**config.mk**
```make
export PLATFORM = sky130hd
export DESIGN_NAME = clkdiv_burst
export DESIGN_NICKNAME = d
export VERILOG_FILES = /design/src/rtl/clkdiv_burst.sv
export SDC_FILE = /design/constraint.sdc
export NUM_CORES = 1
export LEC_CHECK = 0
export CELL_PAD_IN_SITES_DETAIL_PLACEMENT = 0
export CELL_PAD_IN_SITES_GLOBAL_PLACEMENT = 2
export CORE_MARGIN = 5
export CORE_UTILIZATION = 35
export CTS_BUF_LIST = sky130_fd_sc_hd__clkbuf_2
export CTS_CLUSTER_DIAMETER = 40
export DETAILED_ROUTE_END_ITERATION = 8
export PLACE_DENSITY = 0.81
export SLEW_MARGIN = 20
export SYNTH_ARGS = -nofsm -noshare
export SYNTH_HDL_FRONTEND = slang
export SYNTH_SLANG_ARGS = --single-unit
```
**constraint.sdc**
```tcl
create_clock -name clk_i -period 3.56 [get_ports clk_i]
set_clock_uncertainty 0.2 [all_clocks]
set_input_delay 0.356 -clock clk_i [delete_from_list [all_inputs] [get_ports clk_i]]
set_output_delay 0.356 -clock clk_i [all_outputs]
set_load 0.01 [all_outputs]
```
**src/rtl/clkdiv_burst.sv**
```systemverilog
// rtl/clkdiv_burst.sv - burst sequencer driving an internal clock divider for exactly N sclk pulses
//
// clkdiv: divider producing DIV/2-cycle active pulses separated by DIV-DIV/2 idle cycles.
//   clk_i   system clock
//   rst_i   synchronous active-high reset; only cancels a pending continuation
//   en_i    enable; starts a pulse from idle, or commits the next pulse when seen in the RTI cycle
//   sclk_o  divided clock, idle level IDLE_HIGH
//
// clkdiv_burst: accepts a pulse-count request and sequences the divider enable.
//   clk_i, rst_i                  clock and synchronous active-high reset
//   req_valid_i / req_ready_o     request handshake, req_count_i sampled on accept
//   abort_i                       stop after the pulse in progress
//   busy_o                        burst in progress
//   done_o / done_count_o         completion strobe and number of pulses emitted
//   sclk_o                        divided clock

module clkdiv #(
    parameter int DIV       = 8,
    parameter int IDLE_HIGH = 1
) (
    input  logic clk_i,
    input  logic rst_i,
    input  logic en_i,
    output logic sclk_o
);
    localparam int CW = $clog2(DIV);
    localparam logic [CW-1:0] HI_LAST = CW'(DIV / 2 - 1);
    localparam logic [CW-1:0] LO_LAST = CW'(DIV - DIV / 2 - 1);
    localparam logic IDLE_LVL = (IDLE_HIGH != 0);

    logic          active_q;
    logic [CW-1:0] cnt_q;
    logic          fresh_q;   // first idle cycle after a pulse (the RTI cycle)
    logic          cont_q;    // next pulse committed by en_i during the RTI cycle

    // Active level, phase counter and pulse state are deliberately not reset so
    // that a pulse in flight always completes with its full width.
    always_ff @(posedge clk_i) begin
        if (active_q) begin
            if (cnt_q == HI_LAST) begin
                active_q <= 1'b0;
                cnt_q    <= '0;
                fresh_q  <= 1'b1;
            end else begin
                cnt_q <= cnt_q + CW'(1);
            end
        end else begin
            fresh_q <= 1'b0;
            if (fresh_q) begin
                cont_q <= en_i;
            end
            // cnt_q saturates at LO_LAST once the cooldown has expired.
            if (cnt_q == LO_LAST) begin
                if (en_i || (cont_q && !fresh_q)) begin
                    active_q <= 1'b1;
                    cnt_q    <= '0;
                    cont_q   <= 1'b0;
                end
            end else begin
                cnt_q <= cnt_q + CW'(1);
            end
        end
        if (rst_i) begin
            cont_q <= 1'b0;
        end
    end

    assign sclk_o = active_q ^ IDLE_LVL;
endmodule

module clkdiv_burst #(
    parameter int DIV         = 8,
    parameter int IDLE_HIGH   = 1,
    parameter int COUNT_WIDTH = 8
) (
    input  logic                   clk_i,
    input  logic                   rst_i,
    input  logic                   req_valid_i,
    output logic                   req_ready_o,
    input  logic [COUNT_WIDTH-1:0] req_count_i,
    input  logic                   abort_i,
    output logic                   busy_o,
    output logic                   done_o,
    output logic [COUNT_WIDTH-1:0] done_count_o,
    output logic                   sclk_o
);
    localparam int WW = $clog2(2 * DIV);
    localparam logic [WW-1:0] RESYNC_LAST = WW'(2 * DIV - 1);
    localparam logic [WW-1:0] DRAIN_LAST  = WW'(DIV - DIV / 2 - 1);
    localparam logic IDLE_LVL = (IDLE_HIGH != 0);

    typedef enum logic [2:0] {
        S_RESYNC,
        S_IDLE,
        S_START,
        S_RUN,
        S_DRAIN,
        S_DONE
    } state_t;

    state_t                 state_q;
    logic [WW-1:0]          wait_q;
    logic [COUNT_WIDTH-1:0] ends_q;
    logic [COUNT_WIDTH-1:0] n_q;
    logic [COUNT_WIDTH-1:0] done_count_q;
    logic                   abort_q;
    logic                   ready_q;
    logic                   busy_q;
    logic                   done_q;
    logic                   sclk_prev_q;
    logic                   sclk;
    logic                   en;
    logic                   rti;
    logic                   last_rti;
    logic [COUNT_WIDTH:0]   ends_inc;

    clkdiv #(
        .DIV       (DIV),
        .IDLE_HIGH (IDLE_HIGH)
    ) u_div (
        .clk_i  (clk_i),
        .rst_i  (rst_i),
        .en_i   (en),
        .sclk_o (sclk)
    );

    // Widened by one bit so that ends+1 cannot wrap at the maximum count.
    assign ends_inc = {1'b0, ends_q} + (COUNT_WIDTH + 1)'(1);
    assign rti      = (sclk == IDLE_LVL) && (sclk_prev_q != IDLE_LVL);
    assign last_rti = (ends_inc == {1'b0, n_q});

    // Enable drops in the Nth RTI cycle, which is when the divider decides
    // whether another pulse follows.
    assign en = (state_q == S_START) ||
                ((state_q == S_RUN) && !abort_q && (ends_inc < {1'b0, n_q}));

    always_ff @(posedge clk_i) begin
        sclk_prev_q <= sclk;
        if (rst_i) begin
            state_q      <= S_RESYNC;
            wait_q       <= RESYNC_LAST;
            ends_q       <= '0;
            n_q          <= '0;
            abort_q      <= 1'b0;
            ready_q      <= 1'b0;
            busy_q       <= 1'b0;
            done_q       <= 1'b0;
            done_count_q <= '0;
        end else begin
            done_q <= 1'b0;
            if (rti) begin
                ends_q <= ends_q + COUNT_WIDTH'(1);
            end
            case (state_q)
                S_RESYNC: begin
                    if (wait_q == '0) begin
                        state_q <= S_IDLE;
                        ready_q <= 1'b1;
                    end else begin
                        wait_q <= wait_q - WW'(1);
                    end
                end
                S_IDLE: begin
                    if (req_valid_i && ready_q) begin
                        ready_q <= 1'b0;
                        busy_q  <= 1'b1;
                        ends_q  <= '0;
                        abort_q <= 1'b0;
                        n_q     <= req_count_i;
                        if (req_count_i == '0) begin
                            // Zero-count burst: a single drain cycle keeps its
                            // completion two cycles after the accept.
                            state_q <= S_DRAIN;
                            wait_q  <= '0;
                        end else begin
                            state_q <= S_START;
                        end
                    end
                end
                S_START: begin
                    if (abort_i) begin
                        abort_q <= 1'b1;
                    end
                    state_q <= S_RUN;
                end
                S_RUN: begin
                    if (abort_i) begin
                        abort_q <= 1'b1;
                    end
                    if (rti && (last_rti || abort_q)) begin
                        state_q <= S_DRAIN;
                        wait_q  <= DRAIN_LAST;
                    end
                end
                S_DRAIN: begin
                    if (wait_q == '0) begin
                        state_q      <= S_DONE;
                        done_q       <= 1'b1;
                        done_count_q <= ends_q;
                    end else begin
                        wait_q <= wait_q - WW'(1);
                    end
                end
                S_DONE: begin
                    state_q <= S_IDLE;
                    ready_q <= 1'b1;
                    busy_q  <= 1'b0;
                end
                default: begin
                    state_q <= S_RESYNC;
                    wait_q  <= RESYNC_LAST;
                    ready_q <= 1'b0;
                    busy_q  <= 1'b0;
                end
            endcase
        end
    end

    assign req_ready_o  = ready_q;
    assign busy_o       = busy_q;
    assign done_o       = done_q;
    assign done_count_o = done_count_q;
    assign sclk_o       = sclk;
endmodule

```
==> results of run 1 <==
==> layer usage <==
layer,vias to the layer above,routed length [µm],share of wire [%],track usage [%]
met1,795,2175,48,16.65
li1,902,-,-,-
met2,24,2133,47,20.14
met3,5,173,3.8,3.198
met4,0,58,1.3,4.258
met5,-,0,0,0
==> through the flow <==
stage               utilization (%)  setup WS, ns
floorplan                         -        0.9019
global placement              40.51        0.7501
detailed placement            40.51        0.6980
CTS                           41.17        0.6749
global route                  41.17        0.4447
finish                        41.17        0.6576
==> layout make-up <==
| type | instances | area (µm²) | share of cell area (%) |
|---|---|---|---|
| multi-input combinational | 179 | 1132 | 46.46 |
| tap | 75 | 93.84 | 3.850 |
| sequential | 42 | 870.8 | 35.73 |
| clock buffer | 6 | 30.03 | 1.232 |
| clock inverter | 2 | 8.758 | 0.3593 |
| timing repair buffer | 24 | 237.7 | 9.754 |
| inverter | 17 | 63.81 | 2.618 |
==> where the power goes <==
group          leakage, nW  switching, mW  internal (mW)
registers            0.353         0.0265          0.505
logic                0.602         0.0848         0.0658
clock network       0.0304          0.150         0.0484
==> synthesized netlist by cell type, types with 3 or more instances <==
master    number
clkbuf_1       5
ha_1          12
nor2_1        32
and3_2         3
xor2_1        10
nand4_1        5
nand3_1       10
inv_1         17
dfxtp_1       39
a21oi_1       18
xnor2_1        3
nand2_1       34
mux2i_1        9
edfxtp_1       3
o21ai_0        7
==> registers in the layout, summed over array words and instances, names as in the netlist <==
register        count
n_q                 8
busy_o              1
done_o              1
wait_q              4
req_ready_o         1
abort_q             1
u_div.cnt_q         3
u_div.cont_q        1
done_count_o        8
u_div.fresh_q       1
sclk_prev_q         1
ends_q              8
u_div.active_q      1
state_q             3
==> worst max-delay path, stage by stage, from the launching register on <==
cell      delay, ns
dfxtp_1        0.46
and3_1         0.24
and3_2         0.24
nand3_1        0.10
xnor2_1        0.15
ha_1           0.30
and3_2         0.19
nand2_1        0.09
o311ai_4       0.40
nand3_2        0.11
a221o_1        0.35
==> final timing paths <==
| path | from | to | slack, ns | depth (start not counted) |
|---|---|---|---|---|
| worst min register to register | n_q[6] | n_q[6] | 0.27 | 2 |
| worst max register to register | ends_q[2] | wait_q[2] | 0.66 | 10 |
| worst max-delay path | ends_q[2] | wait_q[2] | 0.66 | 10 |
| worst min-delay path | n_q[6] | n_q[6] | 0.27 | 2 |
==> cell families (layout without fill, tap and decap cells) <==
group | Yosys count | after routing | synth area share (%)
adder cells (fa/ha/maj) | 12 | 12 | 7.042
AND/OR/NAND/NOR | 102 | 102 | 22.71
buffers and inverters | 27 | 49 | 6.044
AO/OA/AOI/OAI | 43 | 43 | 13.79
flip-flops | 42 | 42 | 40.85
XOR/XNOR | 13 | 13 | 5.340
multiplexers | 9 | 9 | 4.226
==> results.ini, run 1 <==
[status]
outcome = finished clean

[grt]
grt_pass1_vias = 1630
antenna_found_initial = 0
grt_max_degree = 18
grt_usage_pct = 12.62
grt-ovfl-total = 0
grt_pass1_wl_mm = 7.686

[timing]
clock.fmax_mhz = 344.5
worst_pin_slew_ns = 0.6335
finalSetupViolCount = 0
layout_min_cycle_time_ns = 2.902
relSlewSlack_pct = 57.61
finalCritPeriodShare_pct = 81.53
hold_viol_final = 0
rsz0062_at_grt = false
drv_slew = 0
hold_ws_ns = 0.2707
tns_ns = 0

[route]
drc_errors = 0
postRouteAntennaNets = 0
routedWlPerCell_um = 13.16
drt-pass1-iter-count = 4
vias_per_cell = 5.003
wirelength_mm = 4.540
routed-via-count = 1726
drt-initial-drc-count = 64

[final_layout]
n_antenna_cell = 0
fin_nets = 293
layoutNonFillerInstCount = 345
final_common_cell = dfxtp_1
fillers = 618
area_delta_synth_final_pct = 14.32
final_cell_area_mm2 = 0.002437
drive_gt1_share_pct = 7.037
final_cell_mix = dfxtp_1, nand2_1, nor2_1, clkdlybuf4s50_1, a21oi_1

[worst_setup_path]
crit_arrival_ns = 3.02
path_class = reg2reg
crit_path_end_kind = flip-flop
cp.required_ns = 3.68
worstSetupStartpointType = flip-flop
crit_fanout = 8

[synthesis]
syn_area_per_cell_um2 = 8.597
async_flop_share_pct = 0
ys_seq_area_share_pct = 40.85
yosysTopAreaCell = dfxtp_1
yosys-top-cells-area = dfxtp_1, ha_1, nand2_1
ys_seq_elements = 42
syn_inst = 248
netlist.area_leader.share_pct = 36.62
yosysUniqueCellTypes = 48
synth_edf_count = 3
synth_nets = 272
synth_area_mm2 = 0.002132
yosys_warnings = 0
ys.flop_type = dfxtp_1

[place]
place_congestion = 0.7909
dpl.cell_count = 337
dp_hpwl_mm = 3.468
placed_cell_area_mm2 = 0.002399
port_buffers = 23

[clock_tree]
clkTransAtPathRegs_ns = 0.20
cts_root_buf = clkbuf_2
cts_resized = 0
postCtsSetupRepairBufs = 0
cts_tree = done
holdBufCountCts = 0
clockBufferDepth = 2
cts_buffers = 5
clock_latency_ns = 0.39
cts_max_level = 2
cts_sinks = 42

[floorplanning]
die-area_mm2 = 0.007753
die_w_um = 88.05
io_pins = 24
rows = 28
coreArea_mm2 = 0.005921
initial_core_util_pct = 36.01
die_y_um = 88.05

[power_and_ir_drop]
p_total_uw = 880.7
irDropWorstVdd_v = 0.0001656
pwr_density_cell_mw_per_mm2 = 361.3
p_leak_nw = 0.9853

[worst_hold_path]
worstHoldPathType = reg2reg

[flow_run]
max-cap-violations = 0

No activity file was read; power rests on OpenSTA's default activity.
==> run 2: changes to the inputs <==
CORE_UTILIZATION = 32   (was 35)
PLACE_DENSITY = 0.78   (was 0.81)
clock period = 2.4 ns   (was 3.56 ns; I/O delays follow)
==> results.ini, run 2 (synthesis results as in run 1) <==
[floorplanning]
die-area_mm2 = 0.008395  ; +8.3%
initial_core_util_pct = 33.20  ; -2.8 points
coreArea_mm2 = 0.006422  ; +8.5%
rows = 29  ; +3.6%
die_w_um = 91.63  ; +4.1%
io_pins = 24  ; unchanged
die_y_um = 91.63  ; +4.1%

[power_and_ir_drop]
p_total_mw = 1.493  ; +69%
pwr_density_cell_mw_per_mm2 = 530.2  ; +47%
p_leak_nw = 1.179  ; +20%
irDropWorstVdd_v = 0.0002425  ; +46%

[worst_setup_path]
crit_fanout = 6  ; -2
cp.required_ns = 2.54  ; -1.14 ns
path_class = reg2reg
crit_path_end_kind = flip-flop
crit_arrival_ns = 2.76  ; -0.26 ns
worstSetupStartpointType = flip-flop
rr_worst_depth = 10  ; unchanged

[place]
dp_slack_ns = -0.2866  ; -0.9846 ns
dp_hpwl_mm = 3.839  ; +11%
port_buffers = 23  ; unchanged
dpl.cell_count = 371  ; +10%
placed_cell_area_mm2 = 0.002680  ; +12%
place_congestion = 0.7620  ; -3.7%

[clock_tree]
cts_sinks = 42  ; unchanged
clkTransAtPathRegs_ns = 0.22  ; +0.02 ns
cts_max_level = 2  ; unchanged
cts_tree = done
cts_buffers = 5  ; unchanged
cts_root_buf = clkbuf_2
clock_latency_ns = 0.41  ; +0.02 ns
clockBufferDepth = 2  ; unchanged

[route]
routedWlPerCell_um = 13.08  ; -0.62%
drt-initial-drc-count = 59  ; -7.8%
vias_per_cell = 4.802  ; -4.0%
drc_errors = 0  ; unchanged
postRouteAntennaNets = 0  ; unchanged
routed-via-count = 1839  ; +6.5%
wirelength_mm = 5.009  ; +10%
drt-pass1-iter-count = 4  ; unchanged

[timing]
clock.fmax_mhz = 381.5  ; +11%
layout_min_cycle_time_ns = 2.622  ; -0.2809 ns
tns_ns = -1.713  ; -1.713 ns
finalCritPeriodShare_pct = 109.2  ; +28 points
relSlewSlack_pct = 68.24  ; +11 points
worst_pin_slew_ns = 0.4747  ; -0.1589 ns
hold_viol_final = 0  ; unchanged
rsz0062_at_grt = true
worst_slack_ns = -0.2215  ; -0.8791 ns
finalSetupViolCount = 11  ; +11
drv_slew = 0  ; unchanged
hold_ws_ns = 0.1691  ; -0.1015 ns

[grt]
grt_usage_pct = 12.82  ; +0.20 points
grt_pass1_wl_mm = 8.811  ; +15%
grt-ovfl-total = 0  ; unchanged
grt_pass1_vias = 1877  ; +15%
grt_max_degree = 19  ; +1
antenna_found_initial = 0  ; unchanged

[final_layout]
final_common_cell = buf_4
layoutNonFillerInstCount = 383  ; +11%
final_cell_area_mm2 = 0.002815  ; +16%
drive_gt1_share_pct = 22.88  ; +16 points
final_cell_mix = buf_4, dfxtp_1, nand2_1, nor2_1, clkdlybuf4s50_1
area_delta_synth_final_pct = 32.04
fillers = 660  ; +6.8%
n_antenna_cell = 0  ; unchanged
fin_util_pct = 43.83  ; +2.7 points
fin_nets = 329  ; +12%

[worst_hold_path]
worstHoldPathType = in2reg
hold_path_depth = 3  ; +1

[flow_run]
max-cap-violations = 0  ; unchanged

[status]
outcome = finished, violations left
violations = setup timing

==> run 2: cell types whose count changed in the layout (fill, tap and decap cells not counted), sizes merged <==
cell,previous run,this run
clkinvlp,0,1
buf,1,37
clkinv,2,0
bufinv,0,1
==> run 2: timing repair <==
item	in CTS	in global routing
pin swaps	10	2
hold endpoints to repair	0	0
buffers inserted	3	1
hold buffers	0	0
gates resized for setup	8	2
endpoints found under the setup margin	12	17
==> run 2: cell type report <==
class / count / area (µm²) / area share, %
flip-flops and latches: 42 / 878.3 / 31.20
repair buffers: 60 / 508.0 / 18.04
clock buffers: 6 / 30.03 / 1.067
multi-input cells: 179 / 1201 / 42.67
inverters: 17 / 63.81 / 2.267
clock inverters: 2 / 37.54 / 1.333
well taps: 77 / 96.34 / 3.422
==> run 2: path summary, 6_finish.rpt <==
check                               startpoint   endpoint  slack [ns]
worst max-delay path                 ends_q[1]  wait_q[3]       -0.22
worst min-delay path            req_count_i[5]     n_q[5]        0.17
worst max register to register       ends_q[1]  wait_q[3]       -0.22
worst min register to register          n_q[7]     n_q[7]        0.27
==> run 2: routing by layer <==
| layer | share of wire [%] | up-vias | GRT usage [%] |
|---|---|---|---|
| met3 | 2.8 | 5 | 3.110 |
| met5 | 0 | - | 0 |
| met1 | 49 | 832 | 16.61 |
| met2 | 47 | 27 | 21.36 |
| li1 | - | 975 | - |
| met4 | 1.2 | 0 | 3.392 |
==> run 2: power breakdown <==
| part | switching, mW | internal, mW |
|---|---|---|
| clock network | 0.238 | 0.180 |
| logic | 0.152 | 0.140 |
| registers | 0.0309 | 0.752 |
==> run 2: critical path: stages (launching register included) <==
cell,delay [ns]
dfxtp_2,0.41
and3_4,0.19
and3_4,0.19
nand3_2,0.08
xnor2_1,0.14
ha_1,0.30
and3_4,0.19
nand2_2,0.06
o311ai_4,0.35
o211ai_1,0.15
a221o_1,0.30
